==> config.mk <==
export PLATFORM = sky130hd
export DESIGN_NAME = csr_spi_bridge
export DESIGN_NICKNAME = d
export VERILOG_FILES = /design/src/rtl/csr_spi_bridge.sv
export SDC_FILE = /design/constraint.sdc
export NUM_CORES = 1
export LEC_CHECK = 0
export CELL_PAD_IN_SITES_DETAIL_PLACEMENT = 1
export CELL_PAD_IN_SITES_GLOBAL_PLACEMENT = 2
export CORE_AREA = 2 2 553 555
export CTS_CLUSTER_SIZE = 10
export DETAILED_ROUTE_END_ITERATION = 16
export DIE_AREA = 0 0 555 557
export GPL_TIMING_DRIVEN = 0
export PLACE_DENSITY_LB_ADDON = 0.15
export SYNTH_ARGS = -nofsm -noshare
export SYNTH_HDL_FRONTEND = slang
export SYNTH_SLANG_ARGS = --single-unit
==> constraint.sdc <==
create_clock -name clk -period 8.3 [get_ports clk]
set_clock_uncertainty 0.2 [all_clocks]
set_input_delay 2.49 -clock clk [delete_from_list [all_inputs] [get_ports clk]]
set_output_delay 2.49 -clock clk [all_outputs]
set_load 0.1 [all_outputs]
==> src/rtl/csr_spi_bridge.sv <==
// SPI-slave command decoder for the mixer: host bytes become CSR reads/writes,
// PROM word writes and DRAM word bursts; read data returns MSB first on miso.
module csr_spi_bridge #(
  parameter int NUM_CH       = 8,
  parameter int NUM_SPDIF_IN = 3,
  parameter int NUM_RATE     = 5
) (
  input  logic                             clk,
  input  logic                             rst,
  input  logic                             sck,
  input  logic                             mosi,
  input  logic                             ss,
  output logic                             miso,
  input  logic [NUM_RATE*NUM_SPDIF_IN-1:0] rate_i,
  input  logic [192*NUM_SPDIF_IN-1:0]      udata_i,
  input  logic [192*NUM_SPDIF_IN-1:0]      cdata_i,
  output logic [8*NUM_CH-1:0]              vol_o,
  output logic                             nkmd_rst_o,
  output logic [31:0]                      nkmd_dbgin_o,
  output logic [19:0]                      prom_addr_o,
  output logic [31:0]                      prom_data_o,
  output logic                             prom_we_o,
  output logic [27:0]                      dram0_addr_o,
  output logic [31:0]                      dram0_data_o,
  output logic                             dram0_we_o,
  output logic                             dram0_pop_o,
  input  logic [31:0]                      dram0_data_i,
  input  logic                             dram0_ack_i,
  input  logic                             dram0_busy_i
);

  typedef enum logic [2:0] {IDLE, ADDR, DATA, SPECIAL, DRAM_ADDR, DRAM_DATA} state_t;
  state_t state, state_nx;

  logic [2:0]  sck_p;
  logic [1:0]  mosi_p, ss_p;
  logic        sck_rise, sck_fall, ss_hi, mosi_s;
  logic [2:0]  bit_cnt;
  logic [6:0]  rx_sh;
  logic [7:0]  rx_byte, tx_sh;
  logic        rx_vld, rd_load, rd_dummy;
  logic        we_r, sel_r, dev0;
  logic [4:0]  units, pops_left;
  logic [1:0]  acnt, bidx;
  logic [19:0] addr;
  logic [27:0] daddr;
  logic [31:0] word, cur_word, nxt_word;
  logic        nxt_vld, wr_pend, pop_pend;
  logic        last_unit, word_end, csr_wr;

  function automatic logic [4:0] len_units(input logic [1:0] len);
    case (len)
      2'b01:   return 5'd1;
      2'b10:   return 5'd4;
      2'b11:   return 5'd16;
      default: return 5'd0;
    endcase
  endfunction

  function automatic logic [7:0] csr_rd(input logic [11:0] a);
    logic [7:0] d;
    d = 8'h00;
    for (int k = 0; k < NUM_CH; k++)
      if (a == 12'(k)) d = vol_o[8*k +: 8];
    if (a == 12'h400) d = {7'b0, nkmd_rst_o};
    for (int k = 0; k < 4; k++)
      if (a == 12'h600 + 12'(k)) d = nkmd_dbgin_o[8*k +: 8];
    for (int i = 0; i < NUM_SPDIF_IN; i++)
      if (a == 12'h800 + 12'(i)) d = 8'(rate_i[NUM_RATE*i +: NUM_RATE]);
    for (int b = 0; b < 24*NUM_SPDIF_IN; b++) begin
      if (a == 12'h900 + 12'(b)) d = udata_i[8*b +: 8];
      if (a == 12'hA00 + 12'(b)) d = cdata_i[8*b +: 8];
    end
    return d;
  endfunction

  assign sck_rise    = sck_p[1] & ~sck_p[2];
  assign sck_fall    = ~sck_p[1] & sck_p[2];
  assign ss_hi       = ss_p[1];
  assign mosi_s      = mosi_p[1];
  assign miso        = tx_sh[7];
  assign last_unit   = (units == 5'd1);
  assign word_end    = (bidx == 2'd3);
  assign dram0_we_o  = wr_pend & ~dram0_busy_i;
  assign dram0_pop_o = pop_pend & ~nxt_vld & ~dram0_busy_i;

  // Stage 0: synchronize SPI pins and assemble bytes
  always_ff @(posedge clk) begin
    if (!rst) begin
      sck_p   <= '0;
      mosi_p  <= '0;
      ss_p    <= 2'b11;
      bit_cnt <= '0;
      rx_vld  <= 1'b0;
    end else begin
      sck_p  <= {sck_p[1:0], sck};
      mosi_p <= {mosi_p[0], mosi};
      ss_p   <= {ss_p[0], ss};
      rx_vld <= 1'b0;
      if (ss_hi) begin
        bit_cnt <= '0;
      end else if (sck_rise) begin
        rx_sh   <= {rx_sh[5:0], mosi_s};
        bit_cnt <= bit_cnt + 3'd1;
        if (bit_cnt == 3'd7) begin
          rx_byte <= {rx_sh, mosi_s};
          rx_vld  <= 1'b1;
        end
      end
    end
  end

  always_ff @(posedge clk) begin
    if (!rst) state <= IDLE;
    else      state <= state_nx;
  end

  always_comb begin
    state_nx = state;
    csr_wr   = 1'b0;
    if (rx_vld) begin
      case (state)
        IDLE:      if (rx_byte == 8'h0F) state_nx = SPECIAL;
                   else if (rx_byte[6:5] != 2'b00) state_nx = ADDR;
        ADDR:      if (acnt == 2'd0) state_nx = DATA;
        DATA: begin
          if (!sel_r) begin
            csr_wr = we_r;
            if (last_unit) state_nx = IDLE;
          end else if (word_end && last_unit) begin
            state_nx = IDLE;
          end
        end
        SPECIAL:   state_nx = (rx_byte[6:5] == 2'b00) ? IDLE : DRAM_ADDR;
        DRAM_ADDR: if (acnt == 2'd0) state_nx = DRAM_DATA;
        DRAM_DATA: if (!rd_dummy && word_end && last_unit) state_nx = IDLE;
        default:   state_nx = IDLE;
      endcase
    end
  end

  // Stage 1: per-byte datapath, miso shifter and PROM/DRAM handshakes
  always_ff @(posedge clk) begin
    if (!rst) begin
      we_r <= 1'b0; sel_r <= 1'b0; dev0 <= 1'b0;
      units <= '0; pops_left <= '0; acnt <= '0; bidx <= '0;
      rd_load <= 1'b0; rd_dummy <= 1'b0; tx_sh <= '0;
      nxt_vld <= 1'b0; wr_pend <= 1'b0; pop_pend <= 1'b0;
      prom_we_o <= 1'b0; prom_addr_o <= '0; prom_data_o <= '0;
      dram0_addr_o <= '0; dram0_data_o <= '0;
    end else begin
      prom_we_o <= 1'b0;
      rd_load   <= 1'b0;
      if (dram0_we_o) wr_pend <= 1'b0;
      if (dram0_pop_o) begin
        pop_pend  <= 1'b0;
        pops_left <= pops_left - 5'd1;
      end
      // The follow-up request waits until this word leaves the prefetch slot.
      if (dram0_ack_i) begin
        nxt_word <= dram0_data_i;
        nxt_vld  <= 1'b1;
        if (pops_left != 5'd0) pop_pend <= 1'b1;
      end
      if (!ss_hi && sck_fall && bit_cnt != 3'd0) tx_sh <= {tx_sh[6:0], 1'b0};
      if (rd_load) tx_sh <= csr_rd(addr[11:0]);
      if (rx_vld) begin
        tx_sh <= 8'h00;
        case (state)
          IDLE: if (rx_byte != 8'h0F) begin
            we_r  <= rx_byte[7];
            sel_r <= rx_byte[4];
            units <= len_units(rx_byte[6:5]);
            addr  <= {16'h0, rx_byte[3:0]};
            acnt  <= rx_byte[4] ? 2'd1 : 2'd0;
          end
          ADDR: begin
            addr <= {addr[11:0], rx_byte};
            bidx <= '0;
            if (acnt == 2'd0) rd_load <= ~we_r & ~sel_r;
            else              acnt <= acnt - 2'd1;
          end
          DATA: begin
            if (!sel_r) begin
              addr[11:0] <= addr[11:0] + 12'd1;
              units      <= units - 5'd1;
              rd_load    <= ~we_r & ~last_unit;
            end else begin
              word <= {rx_byte, word[31:8]};
              bidx <= bidx + 2'd1;
              if (word_end) begin
                prom_we_o <= we_r;
                if (we_r) begin
                  prom_addr_o <= addr;
                  prom_data_o <= {rx_byte, word[31:8]};
                end
                addr  <= addr + 20'd1;
                units <= units - 5'd1;
              end
            end
          end
          SPECIAL: begin
            we_r  <= rx_byte[7];
            dev0  <= (rx_byte[3:0] == 4'h0);
            units <= len_units(rx_byte[6:5]);
            acnt  <= 2'd3;
          end
          DRAM_ADDR: begin
            daddr <= {daddr[19:0], rx_byte};
            bidx  <= '0;
            if (acnt != 2'd0) begin
              acnt <= acnt - 2'd1;
            end else if (!we_r) begin
              rd_dummy <= 1'b1;
              if (dev0) begin
                pop_pend  <= 1'b1;
                pops_left <= units;
              end
            end
          end
          DRAM_DATA: begin
            if (we_r) begin
              word <= {word[23:0], rx_byte};
              bidx <= bidx + 2'd1;
              if (word_end) begin
                if (dev0) begin
                  wr_pend      <= 1'b1;
                  dram0_addr_o <= daddr;
                  dram0_data_o <= {word[23:0], rx_byte};
                end
                daddr <= daddr + 28'd1;
                units <= units - 5'd1;
              end
            end else begin
              if (rd_dummy) begin
                rd_dummy <= 1'b0;
              end else begin
                bidx <= bidx + 2'd1;
                if (word_end) units <= units - 5'd1;
              end
              if (rd_dummy || (word_end && !last_unit)) begin
                if (nxt_vld && dev0) begin
                  tx_sh    <= nxt_word[31:24];
                  cur_word <= {nxt_word[23:0], 8'h00};
                  nxt_vld  <= 1'b0;
                end else begin
                  cur_word <= '0;
                end
              end else begin
                tx_sh    <= cur_word[31:24];
                cur_word <= {cur_word[23:0], 8'h00};
              end
            end
          end
          default: ;
        endcase
      end
    end
  end

  // Stage 2: CSR register file
  always_ff @(posedge clk) begin
    if (!rst) begin
      vol_o        <= '0;
      nkmd_rst_o   <= 1'b0;
      nkmd_dbgin_o <= '0;
    end else if (csr_wr) begin
      for (int k = 0; k < NUM_CH; k++)
        if (addr[11:0] == 12'(k)) vol_o[8*k +: 8] <= rx_byte;
      if (addr[11:0] == 12'h400) nkmd_rst_o <= rx_byte[0];
      for (int k = 0; k < 4; k++)
        if (addr[11:0] == 12'h600 + 12'(k)) nkmd_dbgin_o[8*k +: 8] <= rx_byte;
    end
  end

endmodule

* Word level (Yosys, flattened, before mapping)
Index checks and enable logic that the tools add are counted.
Storage, ports and cells: register bits after elaboration 413, bits of input ports 1206, output and inout port bits 213, logic and storage cells 570
Cells by class: $add $sub $neg 8, eq/ne operators 190, multiplexer cells 245, bitwise gates (word level) 17, reduce and logical (&&, ||, !) cells 64
Operators with widths (count):
- 12-bit == test, second input constant | 147
- 8-bit 2-to-1 mux | 168
- 32-bit 2-to-1 mux | 4
- 32-bit one-hot mux with 2 select lines | 1
- 12-bit by 11-bit == test with 1-bit output, second input constant | 5
- 20-bit one-hot mux with 3 select lines | 1
- 28-bit 2-to-1 mux | 2
- 28-bit one-hot mux with 2 select lines | 1
- 5-bit 2-to-1 mux | 11
- 12-bit by 3-bit == test with 1-bit output, second input constant | 4
- 20-bit 2-to-1 mux | 2
- 5-bit AND reduction | 8
- 2-bit AND reduction | 16
- 1-bit 2-to-1 mux | 31
- 28-bit by 1-bit adder with 28-bit output, second input constant | 1
- 3-bit 2-to-1 mux | 9
- 2-bit != test, second input constant | 13
- 12-bit by 2-bit == test with 1-bit output, second input constant | 2
- 20-bit by 1-bit adder with 20-bit output, second input constant | 1
- 5-bit one-hot mux with 4 select lines | 1
- 3-bit one-hot mux with 6 select lines | 1
- 4-bit AND reduction | 4
- 3-bit != test, second input constant | 5
- 5-bit one-hot mux with 3 select lines | 1
- 37 further kinds | 85

* Logic depth before layout (Yosys ltp)
Gate-level depths: netlist (run 1).
depth after elaboration 163, gate-level depth with buffers 16, gate-level depth less buffers 12

* Worst setup path before layout (run 1)
No wires, ideal clock.
path type input port to flip-flop, from input rst, to register word[0], enable pin, library setup time 0.501 ns, arrival 6.058 ns, setup slack 1.541 ns, stages 3, buffers on the path 1, path through clkbuf_1 nand2_1 nor4_1
On the way: word-level cells in the longest chain between the ends 1
RTL lines:
- start, declared | RTL line 9 | input logic rst,
- 5-bit AND reduction (no line)
- end signal, assigned | RTL line 189 | word <= {rx_byte, word[31:8]};
- end signal, assigned | RTL line 223 | word <= {word[23:0], rx_byte};
- end, declared | RTL line 47 | logic [31:0] word, cur_word, nxt_word;
Every way passes these cells. A chain may end at the register's enable or synchronous reset.

* Worst setup path in the final report (run 1)
from register addr[0], to register tx_sh[1]
On the way: word-level cells in the longest chain between the ends 163, elaborated cells on any way between the ends 322
RTL lines:
- start, declared | RTL line 45 | logic [19:0] addr;
- start signal, assigned | RTL line 174 | addr <= {16'h0, rx_byte[3:0]};
- start signal, assigned | RTL line 178 | addr <= {addr[11:0], rx_byte};
- start signal, assigned | RTL line 185 | addr[11:0] <= addr[11:0] + 12'd1;
- 12-bit logical NOT | RTL line 64 | if (a == 12'(k)) d = vol_o[8*k +: 8];
- 8-bit 2-to-1 mux (8 in a row) | RTL line 64
- 8-bit 2-to-1 mux | RTL line 65 | if (a == 12'h400) d = {7'b0, nkmd_rst_o};
- 8-bit 2-to-1 mux (4 in a row) | RTL line 67 | if (a == 12'h600 + 12'(k)) d = nkmd_dbgin_o[8*k +: 8];
- 8-bit 2-to-1 mux (3 in a row) | RTL line 69 | if (a == 12'h800 + 12'(i)) d = 8'(rate_i[NUM_RATE*i +: NUM_RATE]);
- 8-bit 2-to-1 mux | RTL line 71 | if (a == 12'h900 + 12'(b)) d = udata_i[8*b +: 8];
- 8-bit 2-to-1 mux | RTL line 72 | if (a == 12'hA00 + 12'(b)) d = cdata_i[8*b +: 8];
- 8-bit 2-to-1 mux | RTL line 71
- [... 135 more ...]
- 8-bit 2-to-1 mux | RTL line 71
- 8-bit 2-to-1 mux | RTL line 72
- 8-bit 2-to-1 mux | RTL line 71
- 8-bit 2-to-1 mux | RTL line 72
- 8-bit 2-to-1 mux | RTL line 71
- 8-bit 2-to-1 mux (*) | RTL line 72
- 8-bit 2-to-1 mux (*) | RTL line 166 | if (rd_load) tx_sh <= csr_rd(addr[11:0]);
- 8-bit 2-to-1 mux (*) | RTL line 167 | if (rx_vld) begin
- end signal, assigned | RTL line 165 | if (!ss_hi && sck_fall && bit_cnt != 3'd0) tx_sh <= {tx_sh[6:0], 1'b0};
- end signal, assigned | RTL line 166
- end signal, assigned | RTL line 243 | tx_sh <= nxt_word[31:24];
- end, declared | RTL line 40 | logic [7:0] rx_byte, tx_sh;
Mark *: on every way between the ends. The rest lies on a longest branch, timed or not.

==> qor.txt, run 1 <==
Slew Limit Headroom: -11.0%
Placer congestion estimate: 1.01
Core area: 304000 um^2
First-pass GRT wire length: 663 mm
FILL cells: 36200
Syn Area/Cell: 7.10 um^2
Total Wirelength: 543 mm
Area fraction of the dominant cell type after synthesis: 14.9%
Root Driver: clkbuf_16
Number of global-route vias before repair: 53500
Synthesized instance count: 4819
Asr flop ratio synth: 0%
Dpl cells: 10300
Non-filler cells, final: 10400
Clk buf depth: 3
#FFs+latches synth: 405
Clk_lat worst skew: 630 ps
CP Launch Type: flop
Grt total ovfl: 0
Layout area overhead: 63.4%
Initial antenna violation count: 246
Post-detailed-route count of antenna-violating nets: 0
Min Tclk post-route: 8370 ps
Worst Setup SP: addr[0]
DRC viols: 0
Htree depth: 2
Reg clk slew, reported paths: 70 ps
Count leader, synth: nand2_1
Row count: 203
Tcrit/Tclk final: 101%
Achievable clock frequency: 120 MHz
Post-synth EDFFs: 151
Initial Utilization: 11.2%
Hold buffer count at CTS: 0
Multi-input gate area: 22800 um^2
DR vias: 54200
Max_cap viols: 11
Worst path arrival time: 8630 ps
Place WS: -471 ps
Synth cell types: 102
Pin count of the biggest net entering global routing: 33
R2R setup slack: -70 ps
Status: finished with violations
DRT iter0 DRCs: 6204
Clk sinks: 405
Reg area: 9620 um^2
Die extent in y: 557 um
Cell Area, Synth: 34200 um^2
Setup violators final: 1
Max IR drop VDD: 0.160 mV
Post-DR vias/cell: 5.20
Unrepaired setup endpoints after global routing: false
Post-synth top area cell: dfxtp_1
Synth Net Count: 6039
Seq/Total Area, Yosys: 28.1%
Global Route Usage Sum: 33.5%
FF-to-FF Start: addr[0]
Die span in x: 555 um
Dpl hpwl: 457 mm
Yosys warns: 0
Hold Path Class: reg2reg
Share of post-route cells with drive strength above 1: 6.39%
Critical path required time: 8560 ps
PD cells: 95.1 nW/um^2
Crit-path max FO: 10
LEAKAGE: 0.0172 uW
Die area: 309000 um^2
Critical path type: reg2reg
Fin. Hold Viols: 0
CTS tree: built
Synth top cells by count: 863 x nand2_1, 537 x a21oi_1, 398 x nor2_1
Io pins: 1419
Crit end category: flop
Final Slew Violations: 88
Num CTS Buffers: 50
Hold path startpoint: ss_p[0]
Final worst setup slack: -67.5 ps
Pre-Repair DR Iteration Count: 6
Failing checks: capacitance limit, slew limit, setup timing
Synth area leaders: dfxtp_1 15%, edfxtp_1 13%, nand2_1 9.5%, a21oi_1 7.9%, o21ai_0 5.5%
Slew @ Worst Pin: 1660 ps
IO buf count: 1418
Wirelength per Cell: 52.0 um
Total Nets Final: 7552
Main synth FF type: dfxtp_1
per-layer routing:
layer	share of wire [%]	vias to the layer above	global-route usage, %	wire (um)
met5	0.11	-	0	578
met4	7.8	90	22.2	42600
met3	8.2	1022	8.39	44500
met2	46	3565	54.8	248000
met1	38	28100	38.8	208000
li1	-	21500	-	-
report_power, final:
group          switching, uW  total (uW)  internal [uW]
Combinational            503        1020            521
Sequential              5.98        2070           2060
Clock                    990        2220           1230
Total                   1500        5310           3810
final cells by class:
type / instances / share of cell area [%]
plain buffers: 420 / 3.44
clock buffers: 83 / 2.68
flip-flops and latches: 405 / 17.2
repair buffers: 1461 / 26.3
diodes: 72 / 0.323
multi-input cells: 3960 / 40.7
clock inverters: 6 / 0.0963
well taps: 3997 / 8.95
inverters: 34 / 0.228
logic make-up (layout without fill, tap and decap cells):
logic type / Yosys count / count (layout) / share of synthesized area (%)
mux: 23 / 23 / 0.673
compound gates: 1896 / 1896 / 36.3
simple gates: 1980 / 1980 / 27.3
xor+xnor: 47 / 47 / 1.20
flops: 405 / 405 / 28.1
fa+ha+maj: 14 / 14 / 0.512
other cells: 0 / 72 / 0
buf+inv: 454 / 2004 / 5.86
final timing paths:
path               to  depth (start not counted)
max reg2reg  tx_sh[1]                         16
min           ss_p[1]                          1
max          tx_sh[1]                         16
min reg2reg   ss_p[1]                          1
metrics by stage:
stage	instance area, um^2	util, %	setup TNS (ps)	total power (uW)	hold WS, ps
after floorplan	34200	-	0	2150	186
after global placement	53400	17.6	-76360	3120	189
after detailed placement	54100	17.8	-471	3110	215
after CTS	55700	18.3	0	5370	227
after global routing	55800	18.3	0	5410	227
final	55900	18.4	-67.5	5310	219
state kept, by name, indices dropped and copies added (netlist names), 20 cells and up:
name	cells
nkmd_dbgin_o	32
word	32
addr	20
nxt_word	32
dram0_data_o	32
daddr	28
vol_o	64
prom_addr_o	20
cur_word	24
dram0_addr_o	28
prom_data_o	32
repair_timing:
action                                  CTS  global route
endpoints found under the setup margin    1             0
buffers inserted                          0             0
gates resized for setup                   2             0
worst max-delay path: stages, from the launching register on:
cell	delay, ps
edfxtp_1	660
inv_1	230
ha_1	410
buf_2	470
buf_2	380
buf_1	1080
buf_1	1060
nand2_1	230
o21ai_0	400
a31oi_1	170
o21ai_0	230
a211oi_1	110
o21ai_0	480
o2111ai_1	380
a21oi_1	320
o211ai_1	630
a21oi_1	710
cell usage in the layout (no fill, tap or decap), types with 21 or more instances in the layout:
cell type,count
a2111oi_0,25
a211o_1,23
a211oi_1,60
a21oi_1,537
a221o_1,24
a221oi_1,57
a22o_1,47
a22oi_1,120
a31oi_1,46
a32oi_1,21
and2_1,27
and3_1,38
buf_1,27
buf_2,143
buf_4,34
clkbuf_1,221
clkbuf_16,52
clkbuf_2,29
clkdlybuf4s50_1,1418
dfxtp_1,254
diode_2,72
edfxtp_1,151
inv_1,33
mux2i_1,23
nand2_1,863
nand2b_1,30
nand3_1,201
nand4_1,57
nor2_1,392
nor3_1,123
nor4_1,39
o2111ai_1,34
o211ai_1,54
o21ai_0,374
o221ai_1,52
o22a_1,21
o22ai_1,164
o32ai_1,29
xor2_1,28
No activity file was read; power rests on OpenSTA's default activity.
==> run 2, diff against run 1 <==
- CTS_BUF_LIST: not set -> sky130_fd_sc_hd__clkbuf_8
- PLACE_DENSITY: not set -> 0.42
- PLACE_DENSITY_LB_ADDON: 0.15 -> not set
==> qor.txt, run 2 (synthesis gave the netlist of run 1 again) <==
Status: finished with violations
Failing checks: capacitance limit, slew limit, setup timing
FILL cells: 36200 (-0.15%)
Htree depth: 3 (+1)
Reg clk slew, reported paths: 70 ps (about the same)
FF-to-FF Start: addr[0]
Min Tclk post-route: 8590 ps (+218 ps)
CTS tree: built
Die area: 309000 um^2 (unchanged)
Max IR drop VDD: 0.105 mV (-34%)
Worst setup endpoint: tx_sh[4]
Grt total ovfl: 0 (unchanged)
Placer congestion estimate: 1.02 (+1.1%)
CP Launch Type: flop
Slew Limit Headroom: -5.75% (+5.2 points)
Worst reg-to-reg path cell count: 12 (-4)
Die span in x: 555 um (unchanged)
R2R setup slack: -290 ps (-220 ps)
Final Slew Violations: 34 (-61%)
Total Wirelength: 559 mm (+3.0%)
Critical path required time: 8690 ps (+130 ps)
Max_cap viols: 5 (-6)
Clk sinks: 405 (unchanged)
Setup TNS: -392 ps (-324 ps)
LEAKAGE: 0.0175 uW (+1.2%)
Total Power: 5180 uW (-2.4%)
Critical path type: reg2reg
Global Route Usage Sum: 34.7% (+1.1 points)
Area after DPL: 54200 um^2 (+0.23%)
Post-DR vias/cell: 5.18 (-0.36%)
Hold Slack: 178 ps (-41.5 ps)
PD cells: 92.5 nW/um^2 (-2.7%)
Dpl hpwl: 473 mm (+3.4%)
Io pins: 1419 (unchanged)
Pin count of the biggest net entering global routing: 33 (unchanged)
Crit end category: flop
Most frequent cells in the layout: 1418 x clkdlybuf4s50_1, 863 x nand2_1, 537 x a21oi_1
DRC viols: 0 (unchanged)
Crit-path max FO: 11 (+1)
Initial antenna violation count: 217 (-12%)
# Post-CTS Setup Buffers: 0 (unchanged)
DR vias: 54500 (+0.47%)
Number of global-route vias before repair: 54000 (+0.88%)
Post-detailed-route count of antenna-violating nets: 0 (unchanged)
Row count: 203 (unchanged)
IO buf count: 1418 (unchanged)
Setup violators final: 2 (+1)
Tcrit/Tclk final: 103% (+2.6 points)
Commonest non-fill, non-tap cell in the layout: clkdlybuf4s50_1
Largest reg by FF count: vol_o
Max FFs per register: 64 (unchanged)
Num CTS Buffers: 82 (+64%)
Worst path arrival time: 8980 ps (+350 ps)
Fin area: 56000 um^2 (+0.28%)
Die extent in y: 557 um (unchanged)
Clk buf depth: 3 (unchanged)
Achievable clock frequency: 116 MHz (-2.5%)
First-pass GRT wire length: 683 mm (+3.0%)
Wirelength per Cell: 53.2 um (+2.1%)
Layout area overhead: 63.8%
Fin. Hold Viols: 0 (unchanged)
Pre-Repair DR Iteration Count: 5 (-1)
Root Driver: clkbuf_8
Final worst setup slack: -286 ps (-218 ps)
RR Endpoint: tx_sh[4]
Share of post-route cells with drive strength above 1: 7.16% (+0.77 points)
Slew @ Worst Pin: 1570 ps (-92.4 ps)
Worst Setup SP: addr[0]
Clk_lat worst skew: 770 ps (+140 ps)
Total Nets Final: 7587 (+0.46%)
Core area: 304000 um^2 (unchanged)
Initial Utilization: 11.2% (unchanged)
DRT iter0 DRCs: 6057 (-2.4%)
Hold Path Class: reg2reg
Util after Layout: 18.4% (+0.052 points)
Unrepaired setup endpoints after global routing: false
[run 2: cell count changes in the layout (fill, tap and decap cells not counted), moves of 4 or more]
cell	previous run	this run
clkbuf_8	8	88
clkbuf_16	52	0
inv_1	33	70
clkbuf_1	221	199
diode_2	72	93
clkinv_2	1	12
buf_8	5	10
clkinv_1	2	7
nor2_2	9	14
nor2_1	392	388
[run 2: worst max-delay path: stages (launching register included)]
cell and delay [ps]:
edfxtp_1 830, ha_1 440, buf_2 310, clkbuf_1 820
and3b_1 440, buf_2 660, buf_2 940, a22oi_1 270
o21ai_0 540, a31oi_1 340, o41ai_1 1180, a21oi_1 520
o41ai_1 880
[run 2: how the worst min path moves through the flow]
stage               depth (start not counted)      end  slack, ps     from
finish                                      1  ss_p[1]        180  ss_p[0]
detailed placement                          1  ss_p[1]        200  ss_p[0]
floorplan                                   1  ss_p[1]        190  ss_p[0]
global route                                1  ss_p[1]        200  ss_p[0]
CTS                                         1  ss_p[1]        190  ss_p[0]
global placement                            1  ss_p[1]        200  ss_p[0]
[run 2: layout make-up]
class	instances	area, um^2	area share [%]
diodes	93	233	0.415
plain buffers	420	1920	3.43
clock buffers	88	1210	2.16
clock inverters	64	333	0.594
inverters	34	128	0.228
multi-input cells	3960	22800	40.7
flip-flops and latches	405	9620	17.2
well taps	3997	5000	8.93
repair buffers	1464	14800	26.4
[run 2: timing repair]
| action | in CTS | in global routing |
|---|---|---|
| hold buffers | 0 | 0 |
| gates resized for setup | 1 | 0 |
| endpoints found under the hold margin | 0 | 0 |
| setup endpoints to repair | 1 | 0 |
[run 2: per-layer routing]
layer	routed length [um]	global-route usage [%]	vias up	part of all wire [%]
li1	-	-	21600	-
met4	48700	26.7	68	8.7
met5	524	0	-	0.094
met2	258000	56.5	3577	46
met3	43000	8.79	1154	7.7
met1	210000	38.7	28100	37
[run 2: stage by stage]
stage / instances / worst slack (ps)
after floorplan: 4819 / 1540
after global placement: 10200 / -2650
after detailed placement: 10300 / -2.12
after CTS: 10400 / 216
after global routing: 10500 / 226
final: 10500 / -286
[run 2: power breakdown]
group          internal (uW)  leakage (uW)  switching, uW
Sequential              2070       0.00342           7.57
Clock                    995      0.000931           1070
Combinational            521        0.0131            525
